### config.mk
export PLATFORM = sky130hd
export DESIGN_NAME = player1_ctrl
export DESIGN_NICKNAME = d
export VERILOG_FILES = /design/src/rtl/player_pkg.sv /design/src/rtl/player1_ctrl_tick_counter.sv /design/src/rtl/player1_ctrl.sv
export SDC_FILE = /design/constraint.sdc
export NUM_CORES = 1
export LEC_CHECK = 0
export ABC_AREA = 1
export CORE_UTILIZATION = 25
export CTS_CLUSTER_SIZE = 30
export DETAILED_ROUTE_END_ITERATION = 8
export PLACE_DENSITY_LB_ADDON = 0.2
export SLEW_MARGIN = 15
export SYNTH_ARGS = -nofsm -noshare
export SYNTH_HDL_FRONTEND = slang
export SYNTH_SLANG_ARGS = --single-unit
### constraint.sdc
create_clock -name clk -period 4 [get_ports clk]
set_input_delay 0.8 -clock clk [delete_from_list [all_inputs] [get_ports clk]]
set_output_delay 0.8 -clock clk [all_outputs]
set_load 0.05 [all_outputs]
### src/rtl/player_pkg.sv
// ---------------------------------------------------------------------------
// player_pkg
// Shared types and constants for the player movement/animation controller.
//   dir_t      : facing direction; encoded so it equals the matching
//                standing sprite code
//   pstate_t   : controller life-cycle state
//   SPR_*      : sprite ROM indices read by the renderer
//   HACTIVE / VACTIVE / SPRITE_SIZE : display geometry used for arena limits
// ---------------------------------------------------------------------------
package player_pkg;

   typedef enum logic [1:0] {
      DOWN  = 2'd0,
      UP    = 2'd1,
      LEFT  = 2'd2,
      RIGHT = 2'd3
   } dir_t;

   typedef enum logic [1:0] {
      IDLE,
      WALK,
      DYING,
      DEAD
   } pstate_t;

   localparam logic [2:0] SPR_DOWN   = 3'd0;
   localparam logic [2:0] SPR_UP     = 3'd1;
   localparam logic [2:0] SPR_LEFT   = 3'd2;
   localparam logic [2:0] SPR_RIGHT  = 3'd3;
   localparam logic [2:0] SPR_WALK_V = 3'd4;
   localparam logic [2:0] SPR_WALK_H = 3'd5;
   localparam logic [2:0] SPR_DEAD   = 3'd6;

   localparam int HACTIVE     = 800;
   localparam int VACTIVE     = 600;
   localparam int SPRITE_SIZE = 32;

   // Standing sprite for a facing direction.
   function automatic logic [2:0] face_sprite(input dir_t d);
      logic [2:0] s;
      case (d)
         UP:      s = SPR_UP;
         LEFT:    s = SPR_LEFT;
         RIGHT:   s = SPR_RIGHT;
         default: s = SPR_DOWN;
      endcase
      return s;
   endfunction

   // Walking frame: vertical for up/down, horizontal for left/right.
   function automatic logic [2:0] walk_sprite(input dir_t d);
      return (d == UP || d == DOWN) ? SPR_WALK_V : SPR_WALK_H;
   endfunction

endpackage

### src/rtl/player1_ctrl_tick_counter.sv
// ---------------------------------------------------------------------------
// tick_counter
// Modulo-N counter. Counts enabled cycles 0..N-1 and wraps back to 0.
//   clk_i   : clock, rising edge
//   reset_i : synchronous active-high reset (count -> 0)
//   clear_i : synchronous clear, has priority over en_i
//   en_i    : advance the count this cycle
//   wrap_o  : high on the enabled cycle where the count is N-1 (wraps)
// ---------------------------------------------------------------------------
module tick_counter #(
   parameter int N = 8
) (
   input  logic clk_i,
   input  logic reset_i,
   input  logic clear_i,
   input  logic en_i,
   output logic wrap_o
);

   localparam int W = (N > 1) ? $clog2(N) : 1;
   localparam logic [W-1:0] LAST = W'(N - 1);

   logic [W-1:0] cnt_q, cnt_d;

   assign wrap_o = en_i && (cnt_q == LAST);

   always_comb begin
      cnt_d = cnt_q;
      if (clear_i) begin
         cnt_d = '0;
      end else if (en_i) begin
         cnt_d = wrap_o ? '0 : cnt_q + W'(1);
      end
   end

   always_ff @(posedge clk_i) begin
      if (reset_i) begin
         cnt_q <= '0;
      end else begin
         cnt_q <= cnt_d;
      end
   end

endmodule

### src/rtl/player1_ctrl.sv
// ---------------------------------------------------------------------------
// player1_ctrl
// Per-player movement and animation controller feeding the sprite renderer.
// Moves the sprite once per frame tick from the direction buttons (priority
// up > down > left > right), clamps to the arena, and runs the
// IDLE / WALK / DYING / DEAD life cycle. All outputs are registered.
//   clk         : pixel clock, rising edge
//   reset       : synchronous active-high reset
//   frame_tick  : one-cycle pulse at start of vertical blanking
//   btn_*       : direction buttons, level, 1 = pressed
//   killed      : one-cycle pulse, player hit (acts on any cycle)
//   respawn     : one-cycle pulse, restart from DEAD (acts on any cycle)
//   centerX1/Y1 : sprite top-left position, signed 11-bit
//   sprite_num  : sprite ROM index 0..6
//   alive       : 1 in IDLE/WALK
//   dying       : 1 in DYING
// ---------------------------------------------------------------------------
module player1_ctrl
   import player_pkg::*;
#(
   parameter int START_X     = 32,
   parameter int START_Y     = 32,
   parameter int X_MIN       = 32,
   parameter int X_MAX       = HACTIVE - 2 * SPRITE_SIZE,
   parameter int Y_MIN       = 32,
   parameter int Y_MAX       = VACTIVE - 2 * SPRITE_SIZE,
   parameter int SPEED       = 2,
   parameter int ANIM_DIV    = 8,
   parameter int DEATH_TICKS = 60
) (
   input  logic               clk,
   input  logic               reset,
   input  logic               frame_tick,
   input  logic               btn_up,
   input  logic               btn_down,
   input  logic               btn_left,
   input  logic               btn_right,
   input  logic               killed,
   input  logic               respawn,
   output logic signed [10:0] centerX1,
   output logic signed [10:0] centerY1,
   output logic [2:0]         sprite_num,
   output logic               alive,
   output logic               dying
);

   localparam logic signed [10:0] START_X11 = 11'(START_X);
   localparam logic signed [10:0] START_Y11 = 11'(START_Y);
   localparam logic signed [11:0] X_MIN12   = 12'(X_MIN);
   localparam logic signed [11:0] X_MAX12   = 12'(X_MAX);
   localparam logic signed [11:0] Y_MIN12   = 12'(Y_MIN);
   localparam logic signed [11:0] Y_MAX12   = 12'(Y_MAX);
   localparam logic signed [11:0] SPEED12   = 12'(SPEED);

   pstate_t            state_q, state_d;
   dir_t               face_q, face_d;
   logic               phase_q, phase_d;
   logic signed [10:0] x_q, x_d;
   logic signed [10:0] y_q, y_d;
   logic [2:0]         spr_q, spr_d;
   logic               alive_q, alive_d;
   logic               dying_q, dying_d;

   logic               any_btn;
   dir_t               btn_dir;
   logic signed [11:0] nx, ny;

   logic               anim_clr, anim_en, anim_wrap;
   logic               death_clr, death_en, death_wrap;

   assign any_btn = btn_up | btn_down | btn_left | btn_right;

   always_comb begin
      btn_dir = DOWN;
      if (btn_up) begin
         btn_dir = UP;
      end else if (btn_down) begin
         btn_dir = DOWN;
      end else if (btn_left) begin
         btn_dir = LEFT;
      end else if (btn_right) begin
         btn_dir = RIGHT;
      end
   end

   // Candidate position at 12-bit signed, one axis stepped, then clamped so
   // the truncation back to 11 bits is always lossless.
   always_comb begin
      nx = {x_q[10], x_q};
      ny = {y_q[10], y_q};
      case (btn_dir)
         UP:      ny = ny - SPEED12;
         DOWN:    ny = ny + SPEED12;
         LEFT:    nx = nx - SPEED12;
         default: nx = nx + SPEED12;
      endcase
      if (nx < X_MIN12) begin
         nx = X_MIN12;
      end else if (nx > X_MAX12) begin
         nx = X_MAX12;
      end
      if (ny < Y_MIN12) begin
         ny = Y_MIN12;
      end else if (ny > Y_MAX12) begin
         ny = Y_MAX12;
      end
   end

   // Counters are held at zero outside their owning state, so entry into
   // WALK or DYING always starts from 0 without an explicit entry pulse.
   always_comb begin
      anim_clr  = (state_q != WALK);
      anim_en   = (state_q == WALK) && frame_tick && any_btn && !killed;
      death_clr = (state_q != DYING);
      death_en  = (state_q == DYING) && frame_tick;
   end

   tick_counter #(.N(ANIM_DIV)) u_anim_cnt (
      .clk_i   (clk),
      .reset_i (reset),
      .clear_i (anim_clr),
      .en_i    (anim_en),
      .wrap_o  (anim_wrap)
   );

   tick_counter #(.N(DEATH_TICKS)) u_death_cnt (
      .clk_i   (clk),
      .reset_i (reset),
      .clear_i (death_clr),
      .en_i    (death_en),
      .wrap_o  (death_wrap)
   );

   always_comb begin
      state_d = state_q;
      face_d  = face_q;
      phase_d = phase_q;
      x_d     = x_q;
      y_d     = y_q;
      case (state_q)
         IDLE, WALK: begin
            if (killed) begin
               state_d = DYING;
            end else if (frame_tick) begin
               if (any_btn) begin
                  face_d = btn_dir;
                  x_d    = nx[10:0];
                  y_d    = ny[10:0];
                  if (state_q == IDLE) begin
                     state_d = WALK;
                     phase_d = 1'b0;
                  end else if (anim_wrap) begin
                     phase_d = ~phase_q;
                  end
               end else begin
                  state_d = IDLE;
                  phase_d = 1'b0;
               end
            end
         end
         DYING: begin
            if (death_wrap) begin
               state_d = DEAD;
            end
         end
         default: begin
            if (respawn) begin
               state_d = IDLE;
               face_d  = DOWN;
               phase_d = 1'b0;
               x_d     = START_X11;
               y_d     = START_Y11;
            end
         end
      endcase
   end

   // Outputs decoded from next state so they are registered alongside it.
   always_comb begin
      case (state_d)
         DYING, DEAD: spr_d = SPR_DEAD;
         WALK:        spr_d = phase_d ? walk_sprite(face_d) : face_sprite(face_d);
         default:     spr_d = face_sprite(face_d);
      endcase
      alive_d = (state_d == IDLE) || (state_d == WALK);
      dying_d = (state_d == DYING);
   end

   always_ff @(posedge clk) begin
      if (reset) begin
         state_q <= IDLE;
         face_q  <= DOWN;
         phase_q <= 1'b0;
         x_q     <= START_X11;
         y_q     <= START_Y11;
         spr_q   <= SPR_DOWN;
         alive_q <= 1'b1;
         dying_q <= 1'b0;
      end else begin
         state_q <= state_d;
         face_q  <= face_d;
         phase_q <= phase_d;
         x_q     <= x_d;
         y_q     <= y_d;
         spr_q   <= spr_d;
         alive_q <= alive_d;
         dying_q <= dying_d;
      end
   end

   assign centerX1   = x_q;
   assign centerY1   = y_q;
   assign sprite_num = spr_q;
   assign alive      = alive_q;
   assign dying      = dying_q;

endmodule
==> qor.yml <==
run_status:
  status: "completed"
sta:
  clock_skew_ns: 0.00643
  worst_pin_slew_ns: 0.887
  setup_viol: 0
  rsz0062_at_grt: "false"
  slew_headroom: 0.407
  hold_viol: 0
  clock.fmax_mhz: 276
  layout_setup_ws_ns: 0.382
  fin_crit_ns: 3.62
  fin_crit_sh: 0.905
  finalMaxSlewViolations: 0
  setup_tns_ns: 0
synth:
  synth_flop_cell: "dfxtp_1"
  netlist_top_cells_count: "141 x nand2_1, 71 x inv_1, 51 x nand3_1, 43 x nor2_1, 39 x dfxtp_1"
  ys_types: 41
  synthArstFlopShare: 0
  synth_area_mm2: 0.00312
  yosysWarnings: 0
  synth_top_area_frac: 0.250
  synth_edf_count: 0
  ys_top_cells_by_area: "dfxtp_1 25%, nand2_1 17%, inv_1 8.5%, nand3_1 8.2%, ha_1 5.6%"
  synth_most_common_cell: "nand2_1"
  synthCells: 507
  synth_area_per_cell_um2: 6.16
  synth_seq_cells: 39
  yosysTopAreaCell: "dfxtp_1"
  ys_seq_area_frac: 0.250
power:
  p_per_area_mw_per_mm2: 291
  switchingPower_uw: 366
  peakVddDrop_mv: 0.158
  p_leak_nw: 1.78
  p_int_uw: 736
  p_clk_frac: 0.342
  p_seq_frac: 0.377
  combinationalPowerShare: 0.281
  p_sw_frac: 0.332
  power_mw: 1.10
finish:
  num-fill-cells: 1377
  antenna_cells: 0
  multi_input_area_mm2: 0.00198
  regArea_um2: 781
  drive_gt1_frac: 0.101
  fin_nets: 567
  area_growth_pct: 21.4
setup_path:
  crit_arrival_ns: 3.83
  cp_slowest_cell: "clkdlybuf4s50_1"
  required_ns: 4.21
  crit_type: "primary input to flip-flop"
  cp-start-kind: "primary input"
  max_stage_delay_ns: 0.53
  crit_chain: "clkdlybuf4s50_1 > inv_1 > a31oi_1 > nand2_2 > buf_4 > ha_1 > inv_1 > nor3_1 > o21ai_0 > nand4_1 > or2_2 > nand3_1 > nand4_1 > nand2_1 > nor2_4 > nand3_1 > a21oi_1"
  end_kind: "flip-flop"
  worstPathMaxFanout: 9
routing:
  route.detailed.drc: 0
  detail_route.wl_per_cell_um: 11.9
  routed_wl_um: 8430
  first_pass_iters: 5
  ant_nets: 0
  vias_per_cell: 4.58
  drtIter0Drc: 110
  num_vias: 3254
floorplanning:
  io_pins: 36
  die_y_um: 114
  initial_utilization: 0.258
  die_area_mm2: 0.0129
  core_area_mm2: 0.0121
  dieWidth_um: 114
  num_rows: 40
grt:
  grt_usage: 0.137
  antenna_found_initial: 0
  overflow: 0
  grt_pass1_vias: 3156
  grt_max_degree: 24
  grt_pass1_wl_um: 14500
placement:
  place.gp.congestion: 0.797
  dpl.hpwl_um: 6630
  preCtsSetupSlack_ns: -0.164
  io_buffer_count: 33
worst_hold_path:
  hp-class: "flip-flop to flip-flop"
clock_tree:
  cts_root_buffer: "clkbuf_16"
  post_cts_buffers: 0
  clock-sinks: 39
  tritoncts: "built"
  clk_pin_slew_ns: 0.06
  clkLatencyLatePin_ns: 0.28
  cts_buffers: 5
  htreeDepth: 2
  postCtsHoldBufs: 0
  clk_path_buf_depth: 2
flow_run:
  drv_cap: 0
[cells in the final DEF, fill, tap and decap left out, types with 3 or more instances in the layout]
cell and count:
nand2_1 140, nand3_1 51, clkbuf_16 5, ha_1 14
a21o_1 3, xnor2_1 3, o21ai_0 10, nor3_1 7
inv_1 71, nand3b_1 3, a21oi_2 4, nor2_1 43
o211ai_1 3, nor2_2 7, dfxtp_1 39, nand4_1 7
a41o_1 3, nand2_2 10, a31oi_1 3, inv_2 7
clkdlybuf4s50_1 33, buf_4 8, o21ai_1 5, or2_2 4
a21oi_1 32, nand3_2 3
[metrics by stage]
stage	std cells	hold slack [ns]	util	cell area [um2]
2_1_floorplan	508	0.466	-	3130
3_3_place_gp	704	0.496	0.301	3640
3_5_place_dp	704	0.494	0.301	3640
4_1_cts	711	0.503	0.312	3780
5_1_grt	711	0.525	0.313	3790
6_report	711	0.494	0.313	3790
[worst paths after layout]
kind	start	to	slack, ns	cells after the start
worst max register to register	centerY1[3]$_SDFFE_PP0P_	centerY1[2]$_SDFFE_PP0P_	1.65	12
worst max-delay path	btn_left	centerY1[2]$_SDFFE_PP0P_	0.38	17
worst min register to register	centerY1[10]$_SDFFE_PP0P_	centerY1[10]$_SDFFE_PP0P_	0.49	2
worst min-delay path	centerY1[10]$_SDFFE_PP0P_	centerY1[10]$_SDFFE_PP0P_	0.49	2
[repair_timing]
| item | in CTS | in global routing |
|---|---|---|
| endpoints found under the hold margin | 0 | 0 |
| gates resized for setup | 0 | 2 |
| setup endpoints to repair | 0 | 8 |
[cell type report]
| cell class | count | share of cell area |
|---|---|---|
| timing repair buffer | 41 | 0.103 |
| sequential | 39 | 0.206 |
| clock buffer | 5 | 0.0330 |
| clock inverter | 2 | 0.00363 |
| tap | 168 | 0.0554 |
| multi-input combinational | 378 | 0.522 |
| inverter | 78 | 0.0772 |
[layer usage]
layer  track usage  wire length (um)  vias up
met1         0.181              4000     1464
met5             0                 0        -
li1              -                 -     1711
met3        0.0255               390        8
met2         0.232              3960       71
met4        0.0316                77        0
[critical path: cells and delay by family]
family | cells | cell delay [ns]
fa+ha+maj | 1 | 0.32
compound gates | 3 | 0.54
buf+inv | 4 | 0.88
simple gates | 9 | 1.29
[state kept, by name (all words and copies together) (netlist names)]
| name | cells |
|---|---|
| face_q | 2 |
| dying | 1 |
| state_q | 2 |
| sprite_num | 3 |
| centerY1 | 10 |
| u_death_cnt.cnt_q | 6 |
| phase_q | 1 |
| centerX1 | 10 |
| u_anim_cnt.cnt_q | 3 |
| alive | 1 |
[cell families after synthesis]
group / share of synthesized area
other: 0.00120
DFF: 0.250
AOI/OAI and AO/OA: 0.145
xor gates and xnor gates: 0.0140
adders and majority gates: 0.0625
buffers and inverters: 0.120
and+or+nand+nor: 0.407
[power by group through the flow]
stage	clock [mW]	combinational [mW]	sequential [mW]
global route	0.411	0.349	0.417
floorplan	0	0.198	0.454
global placement	0	0.309	0.424
finish	0.377	0.310	0.416
detailed placement	0	0.308	0.424
CTS	0.392	0.311	0.416
Power figures use the tool's default switching activity.
